--- src/rtl/tlk2711_pkg.sv ---
// Shared types and width helpers for the tlk2711 write-command arbiter.
package tlk2711_pkg;

    typedef enum logic [1:0] {
        IDLE  = 2'd0,
        ISSUE = 2'd1,
        DONE  = 2'd2
    } arb_state_t;

    function automatic int cmd_width(input int addr_width, input int dlen_width);
        return addr_width + dlen_width;
    endfunction

    function automatic int id_width(input int num_req);
        return (num_req > 1) ? $clog2(num_req) : 1;
    endfunction

endpackage

--- src/rtl/tlk2711_id_fifo.sv ---
// Issue-order FIFO of requester IDs for commands accepted but not yet finished.
module tlk2711_id_fifo #(
    parameter int DEPTH = 4,
    parameter int WIDTH = 1
) (
    input  logic                       clk,
    input  logic                       rst,
    input  logic                       push,
    input  logic [WIDTH-1:0]           push_data,
    input  logic                       pop,
    output logic [WIDTH-1:0]           head,
    output logic                       empty,
    output logic                       full,
    output logic [$clog2(DEPTH+1)-1:0] count
);
    localparam int PW = (DEPTH > 1) ? $clog2(DEPTH) : 1;
    localparam int CW = $clog2(DEPTH + 1);

    logic [WIDTH-1:0] mem [DEPTH];
    logic [PW-1:0]    rd_ptr;
    logic [PW-1:0]    wr_ptr;
    logic             do_push;
    logic             do_pop;

    function automatic logic [PW-1:0] next_ptr(input logic [PW-1:0] p);
        return (p == PW'(DEPTH - 1)) ? '0 : p + PW'(1);
    endfunction

    assign empty   = (count == '0);
    assign full    = (count == CW'(DEPTH));
    assign do_pop  = pop && !empty;
    // A pop frees the slot, so a push into a full FIFO is legal in the same cycle.
    assign do_push = push && (!full || do_pop);
    assign head    = mem[rd_ptr];

    always_ff @(posedge clk) begin
        if (rst) begin
            rd_ptr <= '0;
            wr_ptr <= '0;
            count  <= '0;
        end else begin
            if (do_push) wr_ptr <= next_ptr(wr_ptr);
            if (do_pop)  rd_ptr <= next_ptr(rd_ptr);
            case ({do_push, do_pop})
                2'b10:   count <= count + CW'(1);
                2'b01:   count <= count - CW'(1);
                default: count <= count;
            endcase
        end
    end

    // NOTE: storage is not reset; the pointers and count alone define which entries are valid.
    always_ff @(posedge clk) begin
        if (do_push) mem[wr_ptr] <= push_data;
    end

endmodule

--- src/rtl/tlk2711_wr_cmd_arb.sv ---
// Round-robin arbiter sharing the DMA write-command channel between NUM_REQ requesters,
// routing each write-complete pulse back to the requester that issued the command.
module tlk2711_wr_cmd_arb
    import tlk2711_pkg::*;
#(
    parameter int NUM_REQ         = 2,
    parameter int ADDR_WIDTH      = 48,
    parameter int DLEN_WIDTH      = 16,
    parameter int MAX_OUTSTANDING = 4
) (
    input  logic                                             clk,
    input  logic                                             rst,
    input  logic                                             i_soft_rst,
    input  logic [NUM_REQ-1:0]                               i_req,
    input  logic [NUM_REQ*cmd_width(ADDR_WIDTH,DLEN_WIDTH)-1:0] i_cmd_data,
    output logic [NUM_REQ-1:0]                               o_ack,
    output logic [NUM_REQ-1:0]                               o_finish,
    output logic                                             o_cmd_req,
    output logic [cmd_width(ADDR_WIDTH,DLEN_WIDTH)-1:0]      o_cmd_data,
    input  logic                                             i_cmd_ack,
    input  logic                                             i_finish,
    output logic [$clog2(MAX_OUTSTANDING+1)-1:0]             o_outstanding,
    output logic [id_width(NUM_REQ)-1:0]                     o_grant_id,
    output logic                                             o_busy,
    output logic                                             o_err_underflow
);
    localparam int CW = cmd_width(ADDR_WIDTH, DLEN_WIDTH);
    localparam int IW = id_width(NUM_REQ);

    arb_state_t    state;
    arb_state_t    state_next;
    logic          clr;
    logic [IW-1:0] last_grant;
    logic [IW-1:0] winner;
    logic [IW-1:0] idx;
    logic          winner_vld;
    logic          grant;
    logic          push;
    logic          fifo_empty;
    logic          fifo_full;
    logic [IW-1:0] fifo_head;

    assign clr = rst || i_soft_rst;

    // Search starts one past the last grant and wraps, giving round-robin fairness.
    always_comb begin
        winner     = '0;
        winner_vld = 1'b0;
        idx        = '0;
        for (int k = 1; k <= NUM_REQ; k++) begin
            idx = IW'((int'(last_grant) + k) % NUM_REQ);
            if (!winner_vld && i_req[idx]) begin
                winner     = idx;
                winner_vld = 1'b1;
            end
        end
    end

    always_ff @(posedge clk) begin
        if (clr) state <= IDLE;
        else     state <= state_next;
    end

    // NOTE: every signal gets a default before the case so no path leaves one unassigned (no latch).
    always_comb begin
        state_next = state;
        grant      = 1'b0;
        push       = 1'b0;
        case (state)
            IDLE: begin
                if (winner_vld && !fifo_full) begin
                    grant      = 1'b1;
                    state_next = ISSUE;
                end
            end
            ISSUE: begin
                if (i_cmd_ack) begin
                    push       = 1'b1;
                    state_next = DONE;
                end
            end
            DONE:    state_next = IDLE;
            default: state_next = IDLE;
        endcase
    end

    always_ff @(posedge clk) begin
        if (clr) begin
            last_grant      <= IW'(NUM_REQ - 1);
            o_grant_id      <= '0;
            o_cmd_data      <= '0;
            o_cmd_req       <= 1'b0;
            o_ack           <= '0;
            o_finish        <= '0;
            o_err_underflow <= 1'b0;
        end else begin
            o_cmd_req <= (state_next == ISSUE);
            o_ack     <= push ? (NUM_REQ'(1) << o_grant_id) : '0;
            o_finish  <= (i_finish && !fifo_empty) ? (NUM_REQ'(1) << fifo_head) : '0;
            if (i_finish && fifo_empty) o_err_underflow <= 1'b1;
            if (grant) begin
                last_grant <= winner;
                o_grant_id <= winner;
                o_cmd_data <= CW'(i_cmd_data >> (int'(winner) * CW));
            end
        end
    end

    assign o_busy = (state != IDLE) || (o_outstanding != '0);

    tlk2711_id_fifo #(
        .DEPTH (MAX_OUTSTANDING),
        .WIDTH (IW)
    ) u_id_fifo (
        .clk       (clk),
        .rst       (clr),
        .push      (push),
        .push_data (o_grant_id),
        .pop       (i_finish),
        .head      (fifo_head),
        .empty     (fifo_empty),
        .full      (fifo_full),
        .count     (o_outstanding)
    );

endmodule
--- config.mk ---
export PLATFORM = sky130hd
export DESIGN_NAME = tlk2711_wr_cmd_arb
export DESIGN_NICKNAME = d
export VERILOG_FILES = /design/src/rtl/tlk2711_pkg.sv /design/src/rtl/tlk2711_id_fifo.sv /design/src/rtl/tlk2711_wr_cmd_arb.sv
export SDC_FILE = /design/constraint.sdc
export NUM_CORES = 1
export LEC_CHECK = 0
export CAP_MARGIN = 15
export CORE_AREA = 10 10 107 132
export CTS_BUF_LIST = sky130_fd_sc_hd__clkbuf_16
export DETAILED_ROUTE_END_ITERATION = 7
export DIE_AREA = 0 0 117 142
export PLACE_DENSITY_LB_ADDON = 0.3
export SYNTH_ARGS = -nofsm -noshare
export SYNTH_HDL_FRONTEND = slang
export SYNTH_SLANG_ARGS = --single-unit
--- constraint.sdc ---
create_clock -name clk -period 2.3 [get_ports clk]
set_input_delay 0.575 -clock clk [delete_from_list [all_inputs] [get_ports clk]]
set_output_delay 0.575 -clock clk [all_outputs]
set_load 0.05 [all_outputs]
==> metrics.md <==
| Metric | Value |
|---|---|
| Yosys reg bits | `87` |
| Avg WL per Cell | `19.8 um` |
| Synthesized Nets | `607` |
| Final Slew Violations | `0` |
| Hpwl dp | `11,700 um` |
| Layout fillers | `1,013` |
| Die Area | `16,600 um2` |
| Post-synthesis mux area share | `0.0102` |
| Asr flop ratio synth | `0` |
| Final wirelength | `16,000 um` |
| Clock root buffer | `clkbuf_16` |
| CTS tree | `yes` |
| DR WL met2 | `8260 um` |
| Largest net degree at the start of global routing | `56` |
| CTS max path bufs | `2` |
| Worst Path Max Fanout | `2` |
| Layout cell share with drive strength beyond 1 | `0.145` |
| Num CTS Buffers | `9` |
| CP required | `2.56 ns` |
| RSZ-0062 raised after global routing | `true` |
| Vias/cell | `5.59` |
| HP Class | `register to register` |
| Post-synth top area share | `0.397` |
| Final hold vios | `0` |
| Crit path kind | `primary input to register` |
| Initial Utilization | `0.362` |
| Total track usage | `0.187` |
| Initial antenna violation count | `1` |
| Crit-path most repeated cell | `inv_1` |
| Yosys warns | `0` |
| Slew Limit Headroom | `0.603` |
| Worst EP arrival | `2.47 ns` |
| Startpoint types | `primary input` |
| Antenna Diode Count | `0` |
| Worst Clk Skew | `0.00467 ns` |
| Met3 wire length | `1290 um` |
| Hold WS | `0.499 ns` |
| Crit path cell chain | `dlygate4sd2_1 > nor4b_4 > nor2_2 > inv_1 > ha_1 > inv_1 > fa_1 > xor2_1 > or3_1 > a21oi_2` |
| Syn Inst Count | `465` |
| PortBufs | `209` |
| Worst Tran Pin Value | `0.595 ns` |
| Max Cap Violations | `0` |
| Syn avg cell area | `9.00 um2` |
| Critical path's largest stage delay | `0.38 ns` |
| DRT iter0 DRCs | `272` |
| Post-Syn Area | `4190 um2` |
| Distinct cells, synth | `37` |
| Clk_lat worst skew | `0.34 ns` |
| # H-tree levels | `3` |
| Final std cells w/o fill | `805` |
| Cells after DPL | `783` |
| Vias | `4,500` |
| Total Neg Setup Slack | `0 ns` |
| Prevailing post-synth register cell | `dfxtp_1` |
| Reg2Reg Setup Slack | `0.18 ns` |
| # rows | `44` |
| DR top layer | `met4` |
| Top delay family on crit path | `simple AND/OR/NAND/NOR gates` |
| Slowest stage cell, crit path | `fa_1` |
| VDD IR max | `314 uV` |
| Critical path endpoint category | `register` |
| GR Overflow Total | `0` |
| Min cycle time layout | `2.21 ns` |
| Leakage power | `2.58 nW` |
| Largest family of logic cells by synthesized area | `compound AO/OA/AOI/OAI gates` |
| WL met1 | `5870 um` |
| Adder-cell area share of the yosys netlist | `0.0227` |
| Area of the multi-input gates | `2170 um2` |
| Drc violations | `0` |
| Area growth syn-to-layout | `64.8%` |
| Area contributors post-synth | `dfxtp_1 (40%), a311oi_2 (14%), nand2_1 (12%)` |
| Chip height | `142 um` |
| PD cells | `631 nW/um2` |
| Seq/Total Area, Yosys | `0.426` |
| Post-Synth XOR/XNOR Area | `0.00418` |
| Worst-path clk slew | `0.06 ns` |
| Number of enable flip-flop cells after synthesis | `4` |
| Outcome | `complete, no violations` |
| Setup violators final | `0` |
| Simple-Gate Fraction of Synth Area | `0.164` |
| Clock sinks | `87` |
| Nets | `804` |
| Horiz. Die Dim | `117 um` |
| Total power | `0.00436 W` |
| Total core area | `11,600 um2` |
| DR pass1 iterations | `6` |
| Routed Antenna Nets | `0` |
| Final Cycle Share | `0.960` |
| Cell taking the most area after synthesis | `dfxtp_1` |
| Synth Area in Compound Gates | `0.308` |
| Global-route wire length before repair | `24,700 um` |
| Fmax | `453 MHz` |
| Reg area | `1790 um2` |
| Number of global-route vias before repair | `4,625` |
| Final GP Congestion | `0.773` |
| WP buf/inv | `3` |
| # IOs | `210` |
## path summary, 6_finish.rpt
check / startpoint / endpoint / depth (start not counted)
setup / recovery: i_finish / u_id_fifo.count[2] / 10
hold / removal: o_err_underflow / o_err_underflow / 2
setup reg to reg: u_id_fifo.count[0] / u_id_fifo.count[2] / 9
hold reg to reg: o_err_underflow / o_err_underflow / 2
## tightest hold or removal path: cells and delay by family, from the launching register on
kind	cells	cell delay [ns]
flip-flops	1	0.34
AND/OR/NAND/NOR	1	0.08
AO/OA/AOI/OAI	1	0.04
## power breakdown
part           total, W  switching (W)  internal [W]
Sequential      0.00163      0.0000423       0.00159
Clock           0.00160       0.000586       0.00101
Combinational   0.00113       0.000623      0.000503
## flip-flops by register name, summed over array words and instances (netlist names), named ones only
name,flops
state,2
o_cmd_req,1
o_grant_id,1
o_err_underflow,1
o_cmd_data,64
u_id_fifo.rd_ptr,2
o_ack,2
o_finish,2
u_id_fifo.mem,4
u_id_fifo.count,3
u_id_fifo.wr_ptr,2
last_grant,1
## placed cells by master, fill, tap and decap left out, types with 2 or more instances in the layout
cell	synthesis	routed
a21oi_1	4	3
a311oi_1	26	26
a311oi_2	38	38
a31oi_1	64	64
and2_1	4	4
and3_1	3	3
buf_12	0	8
buf_4	0	23
bufinv_16	0	2
clkbuf_16	0	10
clkdlybuf4s50_1	0	205
clkinv_1	0	2
dfxtp_1	83	80
dfxtp_2	0	3
edfxtp_1	4	4
ha_1	6	6
inv_1	8	8
mux2i_1	2	2
nand2_1	132	132
nor2_1	9	7
nor3_1	3	3
o21a_1	2	2
o21ai_0	3	3
o31ai_1	2	2
or3_1	3	3
xor2_1	2	2
## repair_timing
item | in CTS | in global routing
buffers inserted | 6 | 0
gates resized for setup | 3 | 3
hold buffers | 0 | 0
pin swaps | 3 | 1
setup endpoints to repair | 1 | 2
## cells by family after synthesis
family / count (synthesis)
fa+ha+maj: 7
xor+xnor: 2
compound gates: 142
simple gates: 164
flops: 87
buf+inv: 60
mux: 3
## Yosys cell counts, types with 2 or more instances
cell type    n
buf_6        5
o31ai_1      2
ha_1         6
a311oi_2    38
or3_1        3
mux2i_1      2
clkbuf_1    37
a21oi_1      4
and3_1       3
o21ai_0      3
nor3_1       3
or2_2        2
buf_2        8
o21a_1       2
xor2_1       2
nand2_1    132
and2_1       4
a311oi_1    26
buf_1        2
inv_1        8
nor2_1       9
edfxtp_1     4
a31oi_1     64
dfxtp_1     83
## per-stage QoR
stage               utilization  setup WS (ns)  instance area (um2)
finish                    0.597         0.0921                 6900
global route              0.597        -0.0184                 6900
floorplan                     -         0.0197                 4190
CTS                       0.596         0.0142                 6890
global placement          0.562         -0.414                 6500
detailed placement        0.562         -0.567                 6500
## metal layers
layer | vias to the layer above | global-route usage
met5 | - | 0
met4 | 0 | 0.0887
met3 | 31 | 0.0654
met2 | 188 | 0.326
met1 | 2161 | 0.195
li1 | 2120 | -
## area by class of cell
| cell class | instances | share of cell area |
|---|---|---|
| Timing Repair Buffer | 238 | 0.349 |
| Clock buffer | 10 | 0.0363 |
| Sequential cell | 87 | 0.259 |
| Tap cell | 138 | 0.0250 |
| Clock inverter | 6 | 0.0118 |
| Multi-Input combinational cell | 318 | 0.315 |
| Inverter | 8 | 0.00435 |
Note: power is estimated with default switching activity, not from simulation.
